===== config.mk =====
export PLATFORM = sky130hd
export DESIGN_NAME = fpu_fpf_wbq_flat
export DESIGN_NICKNAME = d
export VERILOG_FILES = /design/src/rtl/fpu_fpf_wbq_if.sv /design/src/rtl/fpu_fpf_wbq.sv /design/src/flat_wrapper.sv
export SDC_FILE = /design/constraint.sdc
export NUM_CORES = 1
export LEC_CHECK = 0
export ABC_AREA = 1
export CORE_UTILIZATION = 60
export DETAILED_ROUTE_END_ITERATION = 10
export PLACE_DENSITY = 0.84
export REMOVE_ABC_BUFFERS = 1
export SLEW_MARGIN = 25
export SYNTH_ARGS = -nofsm -noshare
export SYNTH_HDL_FRONTEND = slang
export SYNTH_SLANG_ARGS = --single-unit

===== constraint.sdc =====
create_clock -name clk -period 6.85 [get_ports clk]
set_clock_uncertainty 0.2 [all_clocks]
set_input_delay 1.37 -clock clk [delete_from_list [all_inputs] [get_ports clk]]
set_output_delay 1.37 -clock clk [all_outputs]
set_load 0.05 [all_outputs]

===== src/rtl/fpu_fpf_wbq_if.sv =====
// Purpose: bundles the push, writeback, lookup and flag signals of the FP writeback queue.
// Latency: none; wiring only.
// Backpressure: upstream watches oFull; the register-file port stalls pops through wrStall.
interface fpu_fpf_wbq_if #(
    parameter int DEPTH = 4,
    parameter int TAGW  = 5
);
    localparam int CW = $clog2(DEPTH) + 1;

    logic            isen;
    logic [TAGW-1:0] idTag;
    logic [31:0]     srcVal;
    logic            wrStall;
    logic            oWrEn;
    logic [TAGW-1:0] oWrTag;
    logic [31:0]     oWrVal;
    logic            oFull;
    logic [CW-1:0]   oCount;
    logic [TAGW-1:0] lkTag;
    logic            oLkHit;
    logic [31:0]     oLkVal;
    logic            clrFlags;
    logic [3:0]      oFlags;

    // Queue side: consumes pushes, stalls and lookups; produces writes, status and forwarding.
    modport slave (
        input  isen, idTag, srcVal, wrStall, lkTag, clrFlags,
        output oWrEn, oWrTag, oWrVal, oFull, oCount, oLkHit, oLkVal, oFlags
    );

    // Surrounding pipeline side.
    modport master (
        output isen, idTag, srcVal, wrStall, lkTag, clrFlags,
        input  oWrEn, oWrTag, oWrVal, oFull, oCount, oLkHit, oLkVal, oFlags
    );
endinterface


===== src/rtl/fpu_fpf_wbq.sv =====
// Purpose: FIFO between FP multiplier and register-file write port, with sticky flags and tag forwarding.
// Latency: push at edge N gives oWrEn high after edge N+1; one push and one pop per cycle.
// Backpressure: wrStall holds the head entry; pushes while full are dropped and flagged as overrun.
module fpu_fpf_wbq #(
    parameter int DEPTH = 4,
    parameter int TAGW  = 5
) (
    input  logic           clk,
    input  logic           reset,
    fpu_fpf_wbq_if.slave   q
);
    localparam int PW = $clog2(DEPTH);
    localparam int CW = PW + 1;

    logic [TAGW-1:0] tag_mem [DEPTH];
    logic [31:0]     val_mem [DEPTH];
    logic [PW-1:0]   head;
    logic [PW-1:0]   tail;
    logic [CW-1:0]   count;

    logic            wr_en;
    logic [TAGW-1:0] wr_tag;
    logic [31:0]     wr_val;
    logic [3:0]      flags;

    logic            full;
    logic            push_ok;
    logic            pop_ok;
    logic [7:0]      src_exp;
    logic [22:0]     src_frac;
    logic [3:0]      flag_evt;

    // Push/pop decisions use the pre-edge occupancy only, so a pop never frees room for a same-cycle push.
    always_comb begin
        full     = (count == CW'(DEPTH));
        push_ok  = q.isen && !full;
        pop_ok   = (count != '0) && !q.wrStall;
        src_exp  = q.srcVal[30:23];
        src_frac = q.srcVal[22:0];
        flag_evt = '0;
        flag_evt[0] = push_ok && (q.srcVal[30:0] == 31'd0);
        flag_evt[1] = push_ok && (src_exp == 8'hFF) && (src_frac == 23'd0);
        flag_evt[2] = push_ok && (src_exp == 8'hFF) && (src_frac != 23'd0);
        flag_evt[3] = q.isen && full;
    end

    // Queue storage; contents need no reset because count gates every read.
    always_ff @(posedge clk) begin
        if (push_ok) begin
            tag_mem[tail] <= q.idTag;
            val_mem[tail] <= q.srcVal;
        end
    end

    // Pointers, occupancy, write-port registers and sticky flags; reset overrides any push or pop.
    always_ff @(posedge clk) begin
        if (reset) begin
            head   <= '0;
            tail   <= '0;
            count  <= '0;
            wr_en  <= 1'b0;
            wr_tag <= '0;
            wr_val <= '0;
            flags  <= '0;
        end else begin
            if (push_ok) begin
                tail <= tail + 1'b1;
            end
            if (pop_ok) begin
                head   <= head + 1'b1;
                wr_tag <= tag_mem[head];
                wr_val <= val_mem[head];
            end
            wr_en <= pop_ok;
            case ({push_ok, pop_ok})
                2'b10:   count <= count + 1'b1;
                2'b01:   count <= count - 1'b1;
                default: count <= count;
            endcase
            // A new event in the clearing cycle still leaves its flag set.
            flags <= (flags & ~{4{q.clrFlags}}) | flag_evt;
        end
    end

    logic            lk_hit;
    logic [31:0]     lk_val;
    logic [PW-1:0]   lk_idx;

    // Forwarding: the in-flight write register is the oldest candidate; queue entries are scanned
    // oldest to youngest so the entry nearest the tail overrides earlier matches.
    always_comb begin
        lk_hit = 1'b0;
        lk_val = '0;
        lk_idx = '0;
        if (wr_en && (wr_tag == q.lkTag)) begin
            lk_hit = 1'b1;
            lk_val = wr_val;
        end
        for (int i = 0; i < DEPTH; i++) begin
            lk_idx = head + PW'(i);
            if ((CW'(i) < count) && (tag_mem[lk_idx] == q.lkTag)) begin
                lk_hit = 1'b1;
                lk_val = val_mem[lk_idx];
            end
        end
    end

    assign q.oWrEn  = wr_en;
    assign q.oWrTag = wr_tag;
    assign q.oWrVal = wr_val;
    assign q.oFull  = full;
    assign q.oCount = count;
    assign q.oFlags = flags;
    assign q.oLkHit = lk_hit;
    assign q.oLkVal = lk_val;
endmodule


===== src/flat_wrapper.sv =====
// flat-port wrapper written by rule: the top's interface ports become plain ports
module fpu_fpf_wbq_flat 
#(
    parameter int DEPTH = 4,
    parameter int TAGW  = 5
)
  (clk, reset, q_isen, q_idTag, q_srcVal, q_wrStall, q_lkTag, q_clrFlags, q_oWrEn, q_oWrTag, q_oWrVal, q_oFull, q_oCount, q_oLkHit, q_oLkVal, q_oFlags);
  fpu_fpf_wbq_if #(.DEPTH(DEPTH), .TAGW(TAGW)) q_i ();
  input  logic clk;
  input  logic reset;
  input wire logic [$bits(q_i.isen)-1:0] q_isen;
  input wire logic [$bits(q_i.idTag)-1:0] q_idTag;
  input wire logic [$bits(q_i.srcVal)-1:0] q_srcVal;
  input wire logic [$bits(q_i.wrStall)-1:0] q_wrStall;
  input wire logic [$bits(q_i.lkTag)-1:0] q_lkTag;
  input wire logic [$bits(q_i.clrFlags)-1:0] q_clrFlags;
  output wire logic [$bits(q_i.oWrEn)-1:0] q_oWrEn;
  output wire logic [$bits(q_i.oWrTag)-1:0] q_oWrTag;
  output wire logic [$bits(q_i.oWrVal)-1:0] q_oWrVal;
  output wire logic [$bits(q_i.oFull)-1:0] q_oFull;
  output wire logic [$bits(q_i.oCount)-1:0] q_oCount;
  output wire logic [$bits(q_i.oLkHit)-1:0] q_oLkHit;
  output wire logic [$bits(q_i.oLkVal)-1:0] q_oLkVal;
  output wire logic [$bits(q_i.oFlags)-1:0] q_oFlags;
  assign q_i.isen = q_isen;
  assign q_i.idTag = q_idTag;
  assign q_i.srcVal = q_srcVal;
  assign q_i.wrStall = q_wrStall;
  assign q_i.lkTag = q_lkTag;
  assign q_i.clrFlags = q_clrFlags;
  assign q_oWrEn = q_i.oWrEn;
  assign q_oWrTag = q_i.oWrTag;
  assign q_oWrVal = q_i.oWrVal;
  assign q_oFull = q_i.oFull;
  assign q_oCount = q_i.oCount;
  assign q_oLkHit = q_i.oLkHit;
  assign q_oLkVal = q_i.oLkVal;
  assign q_oFlags = q_i.oFlags;
  fpu_fpf_wbq #(.DEPTH(DEPTH), .TAGW(TAGW)) u_core (.clk(clk), .reset(reset), .q(q_i));
endmodule

; Yosys cells after proc, flatten, opt, wreduce, memory -nomap -nowiden
; Memories as Yosys holds them, arrays and structs flattened. A register that Yosys moved wholly into a read port is not among the register bits.
; Cells that the tools add are included.
[word_totals]
reg_bits = 49
ram_bits = 148
in_bits = 47
output_inout_bits = 79
word_cells = 67
n_memories = 2
[op_classes]
addsub = 6
n_lt_le_gt_ge = 4
eq_ne = 9
n_mux = 17
bitwise = 3
reduce_logical = 19
[memory_table]
columns = name, words, width, read_ports, rd_ports_with_merged_regs, write_ports, line_no
row1 = u_core.val_mem, 4, 32, 4, 1, 1, fpu_fpf_wbq.sv:16  ; logic [31:0] val_mem [DEPTH];
row2 = u_core.tag_mem, 4, 5, 4, 1, 1, fpu_fpf_wbq.sv:15  ; logic [TAGW-1:0] tag_mem [DEPTH];
[ops]
columns = cell, count
row1 = $mux W32, 5
row2 = $logic_not A31 Y1, 1
row3 = $eq A5 B5 Y1, 5
row4 = $logic_not A23 Y1, 1
row5 = $reduce_bool A23 Y1, 1
row6 = $logic_and A1 B1 Y1, 12
row7 = $eq A8 B8 Y1 const B, 1
row8 = $mux W2, 4
row9 = $mux W1, 7
row10 = $lt A1 B3 Y1 const A, 2
row11 = $lt A2 B3 Y1 const A, 2
row12 = $pmux W3 S2, 1
row13 = $add A2 B1 Y2 const B, 2
row14 = $add A2 B2 Y2 const B, 2
row15 = $and A4 B4 Y4, 1
row16 = $not A4 Y4, 1
row17 = $or A4 B4 Y4, 1
row18 = $add A3 B1 Y3 const B, 1
row19 = $eq A3 B3 Y1 const B, 1
row20 = $reduce_bool A3 Y1, 1
row21 = $sub A3 B1 Y3 const B, 1
row22 = $eq A2 B1 Y1 const B, 1
row23 = $eq A2 B2 Y1 const B, 1
row24 = $logic_not A1 Y1, 2
row25 = $reduce_bool A2 Y1, 1

; Depth between registers and ports, before layout
[logic_depth]
ltp_word = 7
mapped_depth = 17
depth_no_buf = 13

; Least setup slack after synthesis
; OpenSTA, ideal clock, no wires.
[synth_path]
kind = input to output
from = in q_lkTag[1]
to = out q_oLkVal[10]
arrival_time_ns = 3.024
t_required_ns = 5.280
setup_slack_ns = 2.256
stages = 13
n_path_buf = 2
path_cell_list = clkinv_1 -> nand2_1 -> o21ai_0 -> nor2_1 -> and3_1 -> clkbuf_1 -> clkbuf_1 -> nand2_1 -> nand2_1 -> nand3_1 -> nand3_1 -> nand2_1 -> nand2_1
[synth_via]
elab_chain_cells = 7
elab_cells_between_ends = 15
classes_between = eq/ne: 5 / mux: 5 / reduce/logical: 5
[synth_lines]
columns = element, line_no
row1 = start: declaration, flat_wrapper.sv:15  ; input wire logic [$bits(q_i.lkTag)-1:0] q_lkTag;
row2 = $eq A5 B5 Y1, fpu_fpf_wbq.sv:95  ; if (wr_en && (wr_tag == q.lkTag)) begin
row3 = $logic_and A1 B1 Y1, fpu_fpf_wbq.sv:95
row4 = $mux W32, fpu_fpf_wbq.sv:95
row5 = $mux W32 (3 in series), fpu_fpf_wbq.sv:101  ; if ((CW'(i) < count) && (tag_mem[lk_idx] == q.lkTag)) begin
row6 = $mux W32 (*), fpu_fpf_wbq.sv:101
row7 = end: declaration, flat_wrapper.sv:23  ; output wire logic [$bits(q_i.oLkVal)-1:0] q_oLkVal;
; Every way passes the cells marked *; elsewhere a longest branch is shown, timed or not.

; Final worst setup path
[layout_path]
from = reg u_core.head[0]
to = out q_oLkVal[8]
[layout_via]
elab_chain_cells = 7
elab_cells_between_ends = 14
classes_between = add/sub: 3 / eq/ne: 3 / mux: 3 / reduce/logical: 3 / memory: 2
[layout_lines]
columns = element, line_no
row1 = start: declaration, fpu_fpf_wbq.sv:17  ; logic [PW-1:0] head;
row2 = start signal: assignment, fpu_fpf_wbq.sv:70  ; head <= head + 1'b1;
row3 = $add A2 B1 Y2, fpu_fpf_wbq.sv:100  ; lk_idx = head + PW'(i);
row4 = $mem_v2 Z4 W5, --
row5 = $eq A5 B5 Y1, fpu_fpf_wbq.sv:101
row6 = $logic_and A1 B1 Y1, fpu_fpf_wbq.sv:101
row7 = $mux W32 (2 in series), fpu_fpf_wbq.sv:101
row8 = $mux W32 (*), fpu_fpf_wbq.sv:101
; Marks and branches as above.

==> results by group <==
Routing
  • Detailed-route via count: 12.55k
  • ANT nets after route: 0
  • Vias per cell: 6.276
  • Post-DR wirelength/cell: 18.84 um
  • Drt total wl: 37.67 mm
  • DRC: 0
  • Pre-antenna DRT Iters: 7
  • 1st-iter DRT viols: 1324

Setup path
  • Critical Path AT: 4.05 ns
  • R2R cell count: 8
  • CP required: 5.28 ns
  • WS Path Type: register to output port
  • CP Max Fanout: 68
  • Setup crit end kind: output port
  • Most used cell, CP: nand2_1
  • Crit start category: register
  • FF-to-FF setup slack: 3.71 ns
  • Slowest-stage cell, CP: nand3_2
  • Crit-path cells: buf_4, buf_12, nand2_1, nand2_1, nand2_1, nand3_1, nand2_1, nor2_2, nand3_2, nand3_1, nand3_1, nand2_1, nand2_1, buf_4
  • Reg2Reg Launch Point: u_core.q.oCount[0]
  • Reg2reg end: u_core.val_mem[0][9]
  • Max incr delay on CP: 0.71 ns

STA
  • Pins Over Slew Limit: 0
  • Final setup fails: 0
  • RSZ-0062 raised after global routing: false
  • Achievable Freq: 177.8 MHz
  • Min Hold Slack: 0.2711 ns
  • PnR worst setup slack: 1.225 ns
  • Fin. Hold Viols: 0
  • Period utilization: 82.12%
  • Slew @ Worst Pin: 0.9405 ns
  • Max_slew headroom: 37.30%
  • Tmin final: 5.625 ns

CTS
  • Max clock buf depth: 2
  • Clock transition at the registers of the reported paths: 0.07 ns
  • CTS Hold Bufs: 0
  • Clk root buf: clkbuf_16
  • CTS resizes: 0
  • H-tree lvl count: 4
  • CTS tree: done
  • Setup bufs post-CTS: 0
  • CTS buffer count: 17
  • Clock Latency Late Sink: 0.44 ns
  • CTS Sinks: 199

Layout
  • Final non-filler cell total: 1999
  • Synth-to-Final Area Change: 15.32%
  • N_diodes: 0
  • Nets: 1772
  • Filler cells: 1608
  • Multi-input gate area: 5756 um^2
  • Register area: 5472 um^2
  • Fraction of layout cells with a size suffix above 1: 6.825%

Worst hold path
  • Hold_sp: u_core.q.oFlags[3]
  • Hold Path End: u_core.q.oFlags[3]
  • Number of cells on the worst hold path: 2
  • Hold crit path type: register to register

Floorplanning
  • Total die area: 21100 um^2
  • Die height: 145.2 um
  • Initial Util: 61.04%
  • Num rows: 52
  • Core Area: 20170 um^2
  • I/O pin total: 126
  • Die Wd: 145.2 um

Power and ir drop
  • VDD IR max: 0.2346 mV
  • Total power: 5.491 mW
  • P_leak: 6.017 nW
  • PD cells: 386.7 nW/um^2

Placement
  • Placement Setup Slack: 1.294 ns
  • Half-perimeter wire length after placement: 22.31 mm
  • Dpl cells: 1966
  • IO buf count: 125
  • GP Congestion: 0.9012

Run
  • Maxcap violations: 0

Global route
  • Largest net degree at the start of global routing: 113
  • First-pass GRT wire length: 58.80 mm
  • GRT overflow: 0
  • Vias in the first global route: 11.90k
  • Initial antenna violation count: 0
  • Total Routing Usage GR: 35.38%

Synthesis
  • Synth Area per Inst: 7.377 um^2
  • Post-Syn Area: 12310 um^2
  • Distinct cells, synth: 37
  • Flops & latches, synth: 199
  • Synth warn: 0
  • Seq/Total Area, Yosys: 44.39%
  • Gate Count Post-Synth: 1669

Run status
  • Outcome: completed
==> synthesized netlist by cell type, drive strengths merged <==
| cell | instances | area share (%) |
|---|---|---|
| a22oi | 33 | 2.0 |
| o21ai | 215 | 8.7 |
| xor2 | 6 | 0.43 |
| o221ai | 31 | 2.2 |
| nor4 | 7 | 0.36 |
| o22ai | 1 | 0.051 |
| and2 | 2 | 0.10 |
| a21boi | 1 | 0.061 |
| nand2 | 488 | 15 |
| edfxtp | 148 | 36 |
| nor2 | 99 | 3.1 |
| dfxtp | 51 | 8.3 |
| nand3 | 96 | 3.9 |
| inv | 163 | 5.0 |
| or2 | 1 | 0.051 |
| a21oi | 89 | 3.6 |
| o211ai | 33 | 2.0 |
| clkinv | 1 | 0.030 |
| nor3 | 1 | 0.041 |
| buf | 46 | 1.9 |
| nand4 | 68 | 3.5 |
| ha | 9 | 0.91 |
| and3 | 1 | 0.051 |
| clkbuf | 79 | 2.4 |
==> cell type report <==
type | instances | share of cell area, %
Multi-Input combinational cell | 1181 | 40.54
Sequential cell | 199 | 38.54
Timing Repair Buffer | 153 | 10.21
Inverter | 164 | 4.336
Clock buffer | 23 | 3.367
Tap cell | 270 | 2.379
Clock inverter | 9 | 0.6345
==> per-stage QoR <==
stage	setup TNS, ns	cell area [um^2]	utilization (%)
after detailed placement	0	13610	67.48
after floorplan	-62.94	11780	-
after global placement	0	13580	67.34
final	0	14200	70.39
after global routing	0	14200	70.39
after CTS	0	14180	70.29
==> layer usage <==
metal	up-vias	track usage, %	wire length (um)
li1	5784	-	-
met1	5636	43.28	13750
met2	939	58.41	17750
met3	186	5.975	4440
met4	0	21.89	1727
met5	-	0	0
==> logic make-up after synthesis <==
| kind of cell | after synthesis | share of synthesized area, % |
|---|---|---|
| buffers and inverters | 289 | 9.360 |
| DFF | 199 | 44.39 |
| adders and majority gates | 9 | 0.9147 |
| xor gates and xnor gates | 6 | 0.4268 |
| and+or+nand+nor | 763 | 26.18 |
| AOI/OAI and AO/OA | 403 | 18.73 |
==> how the worst max path moves through the flow <==
stage	start	endpoint	slack (ns)
3_3_place_gp	q_lkTag[1]	q_oLkVal[24]	1.29
5_1_grt	u_core.head[0]	q_oLkVal[11]	0.96
3_5_place_dp	q_lkTag[1]	q_oLkVal[24]	1.29
2_1_floorplan	u_core.head[0]	q_oLkVal[0]	-1.91
4_1_cts	u_core.head[0]	q_oLkVal[8]	1.16
6_report	u_core.head[0]	q_oLkVal[8]	1.23
==> cells in the final DEF, fill, tap and decap left out, drive strengths merged, types with 2 or more instances in the layout <==
master	instances
a21oi	89
nand2	488
clkbuf	23
inv	167
o211ai	33
nand3	96
dfxtp	51
edfxtp	148
and2	2
clkdlybuf4s50	92
nor2	99
a22oi	33
o21ai	215
buf	61
o221ai	31
nor4	7
ha	9
nand4	68
clkinv	5
xor2	6
==> registers in the layout (all words and copies together), names as in the netlist, named ones only <==
| name | count |
|---|---|
| u_core.tag_mem | 20 |
| u_core.q.oFlags | 4 |
| u_core.q.oWrEn | 1 |
| u_core.head | 2 |
| u_core.q.oCount | 3 |
| u_core.tail | 2 |
| u_core.q.oWrVal | 32 |
| u_core.val_mem | 128 |
| u_core.q.oWrTag | 5 |
==> critical path: cells and delay by family (launching register included) <==
family                 cells  cell delay (ns)
buffers and inverters      3             0.99
flip-flops                 1             0.61
AND/OR/NAND/NOR           11             1.99
==> power breakdown <==
group | total [mW] | leakage [nW] | switching [mW] | internal [mW]
registers | 1.65 | 1.78 | 0.180 | 1.47
clock network | 0.986 | 0.283 | 0.451 | 0.535
logic | 2.86 | 3.95 | 2.05 | 0.804
total | 5.49 | 6.02 | 2.69 | 2.81
No activity file was read; power rests on OpenSTA's default activity.
